File: config.mk
export PLATFORM = sky130hd
export DESIGN_NAME = spi_slave
export DESIGN_NICKNAME = d
export VERILOG_FILES = /design/src/rtl/spi_pkg.sv /design/src/rtl/spi_sync.sv /design/src/rtl/spi_slave.sv
export SDC_FILE = /design/constraint.sdc
export NUM_CORES = 1
export LEC_CHECK = 0
export BUFFER_PORTS_ARGS = -buffer_cell sky130_fd_sc_hd__buf_2
export CORE_MARGIN = 2
export CORE_UTILIZATION = 59
export DETAILED_ROUTE_END_ITERATION = 16
export MAX_ROUTING_LAYER = met4
export PLACE_DENSITY = 0.85
export SLEW_MARGIN = 20
export SYNTH_ARGS = -nofsm -noshare
export SYNTH_HDL_FRONTEND = slang
export SYNTH_SLANG_ARGS = --single-unit
File: constraint.sdc
create_clock -name clk -period 4.2 [get_ports clk]
set_input_delay 0.63 -clock clk [delete_from_list [all_inputs] [get_ports clk]]
set_output_delay 0.63 -clock clk [all_outputs]
set_load 0.02 [all_outputs]
File: src/rtl/spi_pkg.sv
// Shared constants and state type for the SPI Mode 0 responder.
package spi_pkg;
  localparam int SPI_BITS = 8;
  localparam int CNT_W    = $clog2(SPI_BITS);

  typedef enum logic {IDLE, ACTIVE} spi_slv_state_t;
endpackage

File: src/rtl/spi_sync.sv
// N-stage synchronizer; q, rise and fall are all registered and mutually aligned,
// appearing N+1 clk after the pin changes.
module spi_sync #(
  parameter int   N       = 2,
  parameter logic RST_VAL = 1'b0
) (
  input  logic clk,
  input  logic rst,
  input  logic d,
  output logic q,
  output logic rise,
  output logic fall
);
  logic [N-1:0] chain;

  always_ff @(posedge clk or posedge rst) begin
    if (rst) begin
      chain <= {N{RST_VAL}};
      q     <= RST_VAL;
      rise  <= 1'b0;
      fall  <= 1'b0;
    end else begin
      chain <= {chain[N-2:0], d};
      q     <= chain[N-1];
      rise  <= chain[N-1] & ~q;
      fall  <= ~chain[N-1] & q;
    end
  end
endmodule

File: src/rtl/spi_slave.sv
// SPI Mode 0 responder, MSB first, oversampled in clk (needs clk >= 8x sclk).
// Define SPI_SLAVE_OVERRUN_EN to enable the sticky overrun flag; otherwise overrun is tied 0.
module spi_slave
  import spi_pkg::*;
#(
  parameter logic [SPI_BITS-1:0] FILL        = 8'hFF,
  parameter int                  SYNC_STAGES = 2
) (
  input  logic                clk,
  input  logic                rst,
  input  logic                sclk,
  input  logic                cs_n,
  input  logic                mosi,
  output logic                miso,
  output logic                miso_oe,
  input  logic [SPI_BITS-1:0] tx_data,
  input  logic                tx_write,
  output logic                tx_ready,
  output logic [SPI_BITS-1:0] rx_data,
  output logic                rx_valid,
  input  logic                rx_ack,
  output logic                busy,
  output logic                overrun
);
  logic sclk_s, sclk_rise, sclk_fall;
  logic cs_s, cs_rise, cs_fall;
  logic mosi_s, mosi_rise, mosi_fall;
  logic sync_unused;

  spi_sync #(.N(SYNC_STAGES), .RST_VAL(1'b0)) u_sync_sclk (
    .clk(clk), .rst(rst), .d(sclk), .q(sclk_s), .rise(sclk_rise), .fall(sclk_fall));
  spi_sync #(.N(SYNC_STAGES), .RST_VAL(1'b1)) u_sync_cs (
    .clk(clk), .rst(rst), .d(cs_n), .q(cs_s), .rise(cs_rise), .fall(cs_fall));
  spi_sync #(.N(SYNC_STAGES), .RST_VAL(1'b0)) u_sync_mosi (
    .clk(clk), .rst(rst), .d(mosi), .q(mosi_s), .rise(mosi_rise), .fall(mosi_fall));

  assign sync_unused = ^{sclk_s, cs_s, mosi_rise, mosi_fall};

  spi_slv_state_t      state, state_next;
  logic [SPI_BITS-1:0] sreg, tx_buf, load_val, shifted;
  logic [CNT_W-1:0]    bit_cnt;
  logic                do_load, do_shift, do_miso, frame_end, byte_done, tx_accept;

  always_ff @(posedge clk or posedge rst) begin
    if (rst) state <= IDLE;
    else     state <= state_next;
  end

  // cs_n rise takes priority over any sclk edge seen in the same clk.
  always_comb begin
    state_next = state;
    do_load    = 1'b0;
    do_shift   = 1'b0;
    do_miso    = 1'b0;
    frame_end  = 1'b0;
    case (state)
      IDLE: begin
        if (cs_fall) begin
          state_next = ACTIVE;
          do_load    = 1'b1;
        end
      end
      ACTIVE: begin
        if (cs_rise) begin
          state_next = IDLE;
          frame_end  = 1'b1;
        end else begin
          do_shift = sclk_rise;
          do_miso  = sclk_fall;
        end
      end
      default: state_next = IDLE;
    endcase
  end

  assign byte_done = do_shift && (bit_cnt == CNT_W'(SPI_BITS - 1));
  assign load_val  = tx_ready ? FILL : tx_buf;
  assign shifted   = {sreg[SPI_BITS-2:0], mosi_s};
  assign tx_accept = tx_write && tx_ready;

  always_ff @(posedge clk or posedge rst) begin
    if (rst) begin
      sreg     <= '0;
      bit_cnt  <= '0;
      miso     <= 1'b0;
      rx_data  <= '0;
      rx_valid <= 1'b0;
      tx_buf   <= '0;
      tx_ready <= 1'b1;
    end else begin
      if (do_load) begin
        sreg    <= load_val;
        miso    <= load_val[SPI_BITS-1];
        bit_cnt <= '0;
      end else if (do_shift) begin
        bit_cnt <= bit_cnt + 1'b1;
        sreg    <= byte_done ? load_val : shifted;
        if (byte_done) rx_data <= shifted;
      end else if (frame_end) begin
        bit_cnt <= '0;
      end

      if (do_miso) miso <= sreg[SPI_BITS-1];

      // A write coinciding with a load is stored for the next load; the load sees the old state.
      if (tx_accept) begin
        tx_buf   <= tx_data;
        tx_ready <= 1'b0;
      end else if (do_load || byte_done) begin
        tx_ready <= 1'b1;
      end

      if (byte_done)   rx_valid <= 1'b1;
      else if (rx_ack) rx_valid <= 1'b0;
    end
  end

`ifdef SPI_SLAVE_OVERRUN_EN
  always_ff @(posedge clk or posedge rst) begin
    if (rst)                        overrun <= 1'b0;
    else if (rx_ack)                overrun <= 1'b0;
    else if (byte_done && rx_valid) overrun <= 1'b1;
  end
`else
  assign overrun = 1'b0;
`endif

  assign busy    = (state == ACTIVE);
  assign miso_oe = busy;
endmodule

==> PnR_summary.wiki, run 1 <==
{| class="wikitable"
! Metric !! Value
|-
| Outcome || complete, no violations
|-
| Growth of design area from synthesis to finish || 8.62%
|-
| Syn_nets || 171
|-
| CTS root buf || clkbuf_4
|-
| Post-detailed-routing wire length || a little under 3 mm
|-
| Startpoint of the worst setup timing path || tx_ready
|-
| Number of iterations in the first detailed-routing pass || 4
|-
| 1st-iter DRT viols || 26
|-
| Critical Path Fanout Max || 12
|-
| Critical hold path startpoint || cs_n
|-
| Arrival time at the worst endpoint || 1.24 ns
|-
| Simple logic cell fraction of the synthesized area || 0.158
|-
| Type of the worst setup path || reg2out
|-
| Maximum level of the CTS H-tree || 2
|-
| Clock latency reported for the late side of the worst-skew pair || 0.35 ns
|-
| Slew @ Worst Pin || between 0.8 and 0.9 ns
|-
| Fraction of final layout cells with drive strength greater than 1 || 0.268
|-
| Switching power || 0.327 mW
|-
| Number of buffers and inverters on the critical path || 1
|-
| Share of cell area taken by muxes after synthesis || 0.0584
|-
| Synth Area in Compound Gates || 0.113
|-
| PwrDens || 528 nW/um2
|-
| Share of synthesized area occupied by flip-flops and latches || 0.586
|-
| Die area || 3670 um2
|-
| Clock share of power || 0.231
|-
| Endpoints failing setup || 0
|-
| Post-synthesis instance total || 154
|-
| Max-slew violation count || 0
|-
| CTS hold repair buffers || 0
|-
| Antenna Violating Nets Remaining || 0
|-
| Syn. warnings || 0
|-
| Min cycle time layout || around 1.9 ns
|-
| Post-synth top area share || 0.531
|-
| Cell accounting for the most synthesized area || dfrtp_1
|-
| Diodes inserted || 0
|-
| Total CTS buffers || 5
|-
| Clock-pin slew reported for the worst setup and hold paths after clock tree synthesis || 0.11 ns
|-
| Via count of the first global-routing pass || 1160
|-
| Main combinational cell family by area after synthesis || simple AND/OR/NAND/NOR gates
|-
| Number of placement rows || 20
|-
| Path category of the worst min-delay check || in2reg
|-
| Cell-by-cell listing of the critical path || buf_2
|-
| Count of final hold-check violations || 0
|-
| Fraction of the cycle the final worst path needs || 0.445
|-
| Remaining design rule violation count || 0
|-
| Largest net degree at the start of global routing || 45
|-
| Required time at the endpoint of the critical path || 3.57 ns
|-
| Netlist area before placement || between 1500 and 2000 um2
|-
| Setup TNS || 0 ns
|-
| Most frequent cell after synthesis || dfrtp_1
|-
| Power share of the combinational group || 0.196
|-
| Kind of start point of the critical path || flip-flop
|-
| Net count, final || 195
|-
| Maximum ir drop on the vdd rail || 390 uV
|-
| Netlist cell types || 36
|-
| Maximum operating frequency || 535 MHz
|-
| Core region area || around 3100 um2
|-
| Worst clock skew on the final layout || 0.00863 ns
|-
| Total Power Consumption || 1.08 mW
|-
| Internal Power || about 0.76 mW
|-
| Resize count post-CTS || 0
|-
| Total of max-cap violations || 0
|-
| GRT Resource Usage Total || 0.207
|-
| Sequential cell fraction of total power || 0.572
|-
| Most frequent cells after synthesis || dfrtp_1 (40), nand2_1 (27), mux2_1 (8), nand3_1 (8), nor3_1 (7)
|-
| CTS tree || done
|-
| LEAKAGE || 0.982 nW
|-
| Adder-Cell Fraction of Synth Area || 0.0133
|-
| I/O pin cnt || 29
|-
| Number of fill cells || 254
|-
| Cell types with the largest area share after synthesis || dfrtp_1 (53%), dfstp_2 (5.6%), nand2_1 (5.4%)
|-
| Nature of the critical path endpoint || output pin
|-
| Die extent in x || 60.6 um
|-
| Most frequently used flop master after synthesis || dfrtp_1
|-
| Per-cell via count in the routed design || 5.42
|-
| Final weighted congestion in routability-driven placement || 0.788
|-
| Post-synthesis area per instance || roughly 12 um2
|-
| Wire length of the first global-routing pass || 5.31 mm
|-
| Number of antenna violations at the first check in global routing || 0
|-
| Number of storage elements in the synthesis netlist || 44
|-
| Global route overflow || 0
|-
| Port Buf Inserts || 27
|-
| Xor-xnor portion of the synthesized cell area || 0.00464
|-
| Wire length per cell after detailed routing || 13.3 um
|-
| Critical R2R Launch || bit_cnt[0]
|-
| Worst max-slew margin expressed relative to the limit || 0.457
|-
| CP delay by family, top || flip-flops
|-
| Number of enable-type register cells in the synthesized netlist || 0
|-
| Detailed Place HPWL || 2.13 mm
|-
| Clk sink count || 44
|-
| Post-synth ARST share || 1.00
|-
| Initial cell density of the core || 0.618
|-
| Height of the chip || 60.6 um
|-
| Unrepaired setup endpoints after global routing || no
|-
| Slowest stage cell on the critical path || dfstp_2
|-
| Bufs on Longest Clock Path || 2
|-
| Proportion of total power due to net switching || 0.302
|-
| Overall via count from detail_route || 1208
|-
| Worst path max stage delay || 0.68 ns
|-
| Number of setup buffers added after CTS || 0
|}
==> stage by stage <==
| stage | cell area (um2) | setup WS, ns | instances | hold slack, ns | util |
|---|---|---|---|---|---|
| after detailed placement | 1970 | 2.40 | 215 | 0.341 | 0.646 |
| after floorplan | 1890 | 2.55 | 154 | 0.331 | - |
| final | 2050 | 2.33 | 223 | 0.366 | 0.671 |
| after global placement | 1970 | 2.54 | 215 | 0.332 | 0.646 |
| after global routing | 2050 | 2.24 | 223 | 0.341 | 0.671 |
| after CTS | 2050 | 2.31 | 223 | 0.354 | 0.671 |
==> layer usage <==
metal,up-vias,wire [um],track usage
met2,32,1490,0.312
li1,579,-,-
met4,0,51,0.106
met5,-,0,-
met3,5,171,0.0469
met1,592,1250,0.263
==> worst register-to-register path, stage by stage, from the launching register on <==
cell and delay (ns):
dfrtp_1 0.42, ha_1 0.17, ha_1 0.20, and4b_1 0.58, nor3_1 0.09, o31ai_1 0.24
==> logic make-up (layout without fill, tap and decap cells) <==
logic type | after synthesis | count (layout)
muxes | 10 | 10
DFF | 44 | 44
AOI/OAI and AO/OA | 25 | 25
xor gates and xnor gates | 1 | 1
adders and majority gates | 2 | 2
other | 1 | 1
buffers and inverters | 14 | 39
and+or+nand+nor | 57 | 57
==> power groups by stage <==
stage	clock, mW	sequential [mW]	combinational, mW
final	0.250	0.619	0.212
after global routing	0.277	0.638	0.240
after CTS	0.257	0.618	0.217
after detailed placement	0	0.627	0.217
after global placement	0	0.617	0.201
after floorplan	0	0.598	0.186
==> layout make-up <==
cell class / instances / area (um2) / share of cell area
inverter: 3 / 11.3 / 0.00549
clock inverter: 2 / 35.0 / 0.0171
clock buffer: 6 / 41.3 / 0.0201
tap: 44 / 55.1 / 0.0269
multi-input combinational: 96 / 658 / 0.321
sequential: 44 / 1110 / 0.540
timing repair buffer: 28 / 143 / 0.0696
==> worst paths after layout <==
kind                       slack, ns  cells past startpoint            endpoint
hold reg to reg                 0.37                      0  u_sync_cs.chain[1]
max in group asynchronous       3.43                      3            tx_ready
setup reg to reg                2.42                      5             sreg[7]
min in group asynchronous       0.39                      3             sreg[7]
hold / removal                  0.37                      1  u_sync_cs.chain[0]
setup / recovery                2.33                      1            tx_ready
==> registers in the layout, indices dropped and copies added (netlist names), 2 cells and up <==
name / cells
sreg: 8
u_sync_mosi.chain: 2
rx_data: 8
bit_cnt: 3
tx_buf: 8
u_sync_cs.chain: 2
u_sync_sclk.chain: 2
==> placed cells by master, fill, tap and decap left out <==
master,n
bufinv_16,1
a21oi_4,1
mux2_1,8
inv_1,3
nand2b_1,2
o21ai_0,2
clkbuf_1,1
buf_4,1
a211oi_1,6
and4b_1,1
o31ai_1,5
nor3_2,1
a21oi_1,1
ha_1,2
nand3_1,8
dfrtp_1,40
clkbuf_4,5
o31ai_2,3
o21ai_1,2
conb_1,1
nor4b_1,1
nand3b_1,1
a31o_1,1
a211oi_2,2
nor2_1,1
mux2i_1,2
nand4b_4,1
nand2_1,27
a221oi_1,1
nor2b_1,5
clkinv_2,1
dfstp_2,4
nor3_1,7
and2b_1,1
o31a_1,1
nand2_2,1
xnor2_1,1
buf_2,27
Note: power is estimated with default switching activity, not from simulation.
==> inputs of run 2 (changes only) <==
CORE_UTILIZATION = 55   (was 59)
PLACE_DENSITY = 0.81   (was 0.85)
clock period = 1.85 ns   (was 4.2 ns; I/O delays follow)
==> run 2 against run 1 <==
Net effect:
- non-clock buffer count is 6 higher
- first-iteration DRC count rose by 35%
- design area rose by 2.1%
- die area up 6.8%
- critical path depth grew 4
- sequential share of layout area decreased by 1.1 points
- register-to-register slack got worse by 2.2 ns
- hold slack worse by 0.34 ns
==> PnR_summary.wiki, run 2 (same netlist as run 1, synthesis figures left out) <==
{| class="wikitable"
! Metric !! Value
|-
| Global route overflow || 0
|-
| Clock share of power || 0.206
|-
| Setup slack, reg-to-reg || 0.20 ns
|-
| LEAKAGE || 1.01 nW
|-
| Maximum ir drop on the vdd rail || 633 uV
|-
| I/O pin cnt || 29
|-
| CTS tree || done
|-
| Setup TNS || 0 ns
|-
| Switching power || 0.757 mW
|-
| Outcome || complete, no violations
|-
| Wire length of the first global-routing pass || 5.37 mm
|-
| Power share of the combinational group || 0.212
|-
| Min cycle time layout || 1.65 ns
|-
| Per-cell via count in the routed design || roughly 5.3
|-
| Fraction of final layout cells with drive strength greater than 1 || 0.292
|-
| Type of the worst setup path || reg2reg
|-
| Fraction of the cycle the final worst path needs || 0.890
|-
| Wire length per cell after detailed routing || 12.7 um
|-
| Post-layout util || 0.632
|-
| Number of antenna violations at the first check in global routing || 0
|-
| Total CTS buffers || 5
|-
| Kind of start point of the critical path || flip-flop
|-
| Largest registers || rx_data: 8 flops, sreg: 8 flops, tx_buf: 8 flops
|-
| Maximum operating frequency || 608 MHz
|-
| Count of final hold-check violations || 0
|-
| Number of setup buffers added after CTS || 0
|-
| Number of placement rows || 21
|-
| Final weighted congestion in routability-driven placement || 0.832
|-
| Worst clock skew on the final layout || ~0.012 ns
|-
| Non-filler cells in the finished layout || 231
|-
| Required time at the endpoint of the critical path || 2.10 ns
|-
| Count of placed standard cells including taps || 221
|-
| Worst-case hold slack || 0.0241 ns
|-
| Proportion of total power due to net switching || 0.317
|-
| Clk sink count || 44
|-
| Port Buf Inserts || 27
|-
| Net count, final || 201
|-
| Initial cell density of the core || 0.570
|-
| Height of the chip || 62.6 um
|-
| PwrDens || 1140 nW/um2
|-
| Slew @ Worst Pin || 0.637 ns
|-
| Endpoints failing setup || 0
|-
| Number of iterations in the first detailed-routing pass || 4
|-
| Die area || 3920 um2
|-
| Die extent in x || 62.6 um
|-
| Unrepaired setup endpoints after global routing || no
|-
| Max-slew violation count || 0
|-
| Diodes inserted || 0
|-
| CTS root buf || clkbuf_4
|-
| Worst max-slew margin expressed relative to the limit || 0.575
|-
| Post-detailed-routing wire length || 2.95 mm
|-
| Most used cells in the layout excluding fill and tap cells || dfrtp_1 (40), nand2_1 (27), buf_2 (27), mux2_1 (8), nand3_1 (8)
|-
| Largest net degree at the start of global routing || 45
|-
| Nature of the critical path endpoint || flip-flop
|-
| Bufs on Longest Clock Path || 2
|-
| Maximum level of the CTS H-tree || 2
|-
| Remaining design rule violation count || 0
|-
| Arrival time at the worst endpoint || 1.90 ns
|-
| Detailed Place HPWL || around 2.1 mm
|-
| Total of max-cap violations || 0
|-
| Sequential cell fraction of total power || 0.582
|-
| Total Power Consumption || 2.39 mW
|-
| Clock-pin slew reported for the worst setup and hold paths after clock tree synthesis || 0.12 ns
|-
| Via count of the first global-routing pass || around 1.2k
|-
| Path category of the worst min-delay check || in2reg
|-
| Growth of design area from synthesis to finish || 10.9%
|-
| 1st-iter DRT viols || 35
|-
| GRT Resource Usage Total || 0.177
|-
| Clock latency reported for the late side of the worst-skew pair || roughly 0.36 ns
|-
| Critical Path Fanout Max || 17
|-
| Core region area || 3310 um2
|-
| Overall via count from detail_route || 1231
|-
| Most common cell after layout, fill and taps aside || dfrtp_1
|-
| Internal Power || 1.63 mW
|-
| Antenna Violating Nets Remaining || 0
|}
[run 2: metrics by stage]
step / area [um2] / setup WS, ns
after floorplan: 1890 / 0.316
after global placement: 2010 / 0.193
after detailed placement: 2010 / 0.0470
after CTS: 2080 / 0.0332
after global routing: 2090 / 0.0710
final: 2090 / 0.204
[run 2: power by group through the flow]
stage | sequential (mW) | clock [mW] | combinational (mW)
global placement | 1.39 | 0 | 0.478
finish | 1.39 | 0.492 | 0.506
floorplan | 1.36 | 0 | 0.422
CTS | 1.39 | 0.507 | 0.512
global route | 1.43 | 0.546 | 0.560
detailed placement | 1.41 | 0 | 0.509
[run 2: final timing paths]
check,end,depth (start not counted),startpoint
setup / recovery,sreg[7],5,bit_cnt[0]
hold / removal,u_sync_mosi.chain[0],1,mosi
setup reg to reg,sreg[7],5,bit_cnt[0]
hold reg to reg,u_sync_mosi.q,0,u_sync_mosi.chain[1]
max in group asynchronous,u_sync_cs.chain[1],3,rst
min in group asynchronous,sreg[4],3,rst
[run 2: per-layer routing]
metal,vias up,track usage,wire [um]
li1,593,-,-
met3,6,0.0523,154
met4,0,0.0639,43
met1,593,0.221,1350
met2,39,0.278,1400
met5,-,-,0
[run 2: cell type report]
type / instances / area (um2)
timing repair buffer: 34 / 193
clock inverter: 2 / 13.8
clock buffer: 6 / 51.3
tap: 46 / 57.6
sequential: 44 / 1110
fill: 288 / 1220
multi-input combinational: 96 / 659
inverter: 3 / 11.3
[run 2: repair_timing]
| item | 4_1_cts | 5_1_grt |
|---|---|---|
| gates resized for setup | 0 | 1 |
| endpoints found under the hold margin | 1 | 1 |
| endpoints found under the setup margin | 0 | 7 |
| hold buffers | 1 | 1 |
[run 2: worst max-delay path, stage by stage (launching register included)]
cell and delay [ns]:
dfrtp_1 0.42, ha_1 0.17, ha_1 0.21, and4b_2 0.45, nor3_1 0.08, o31ai_1 0.23
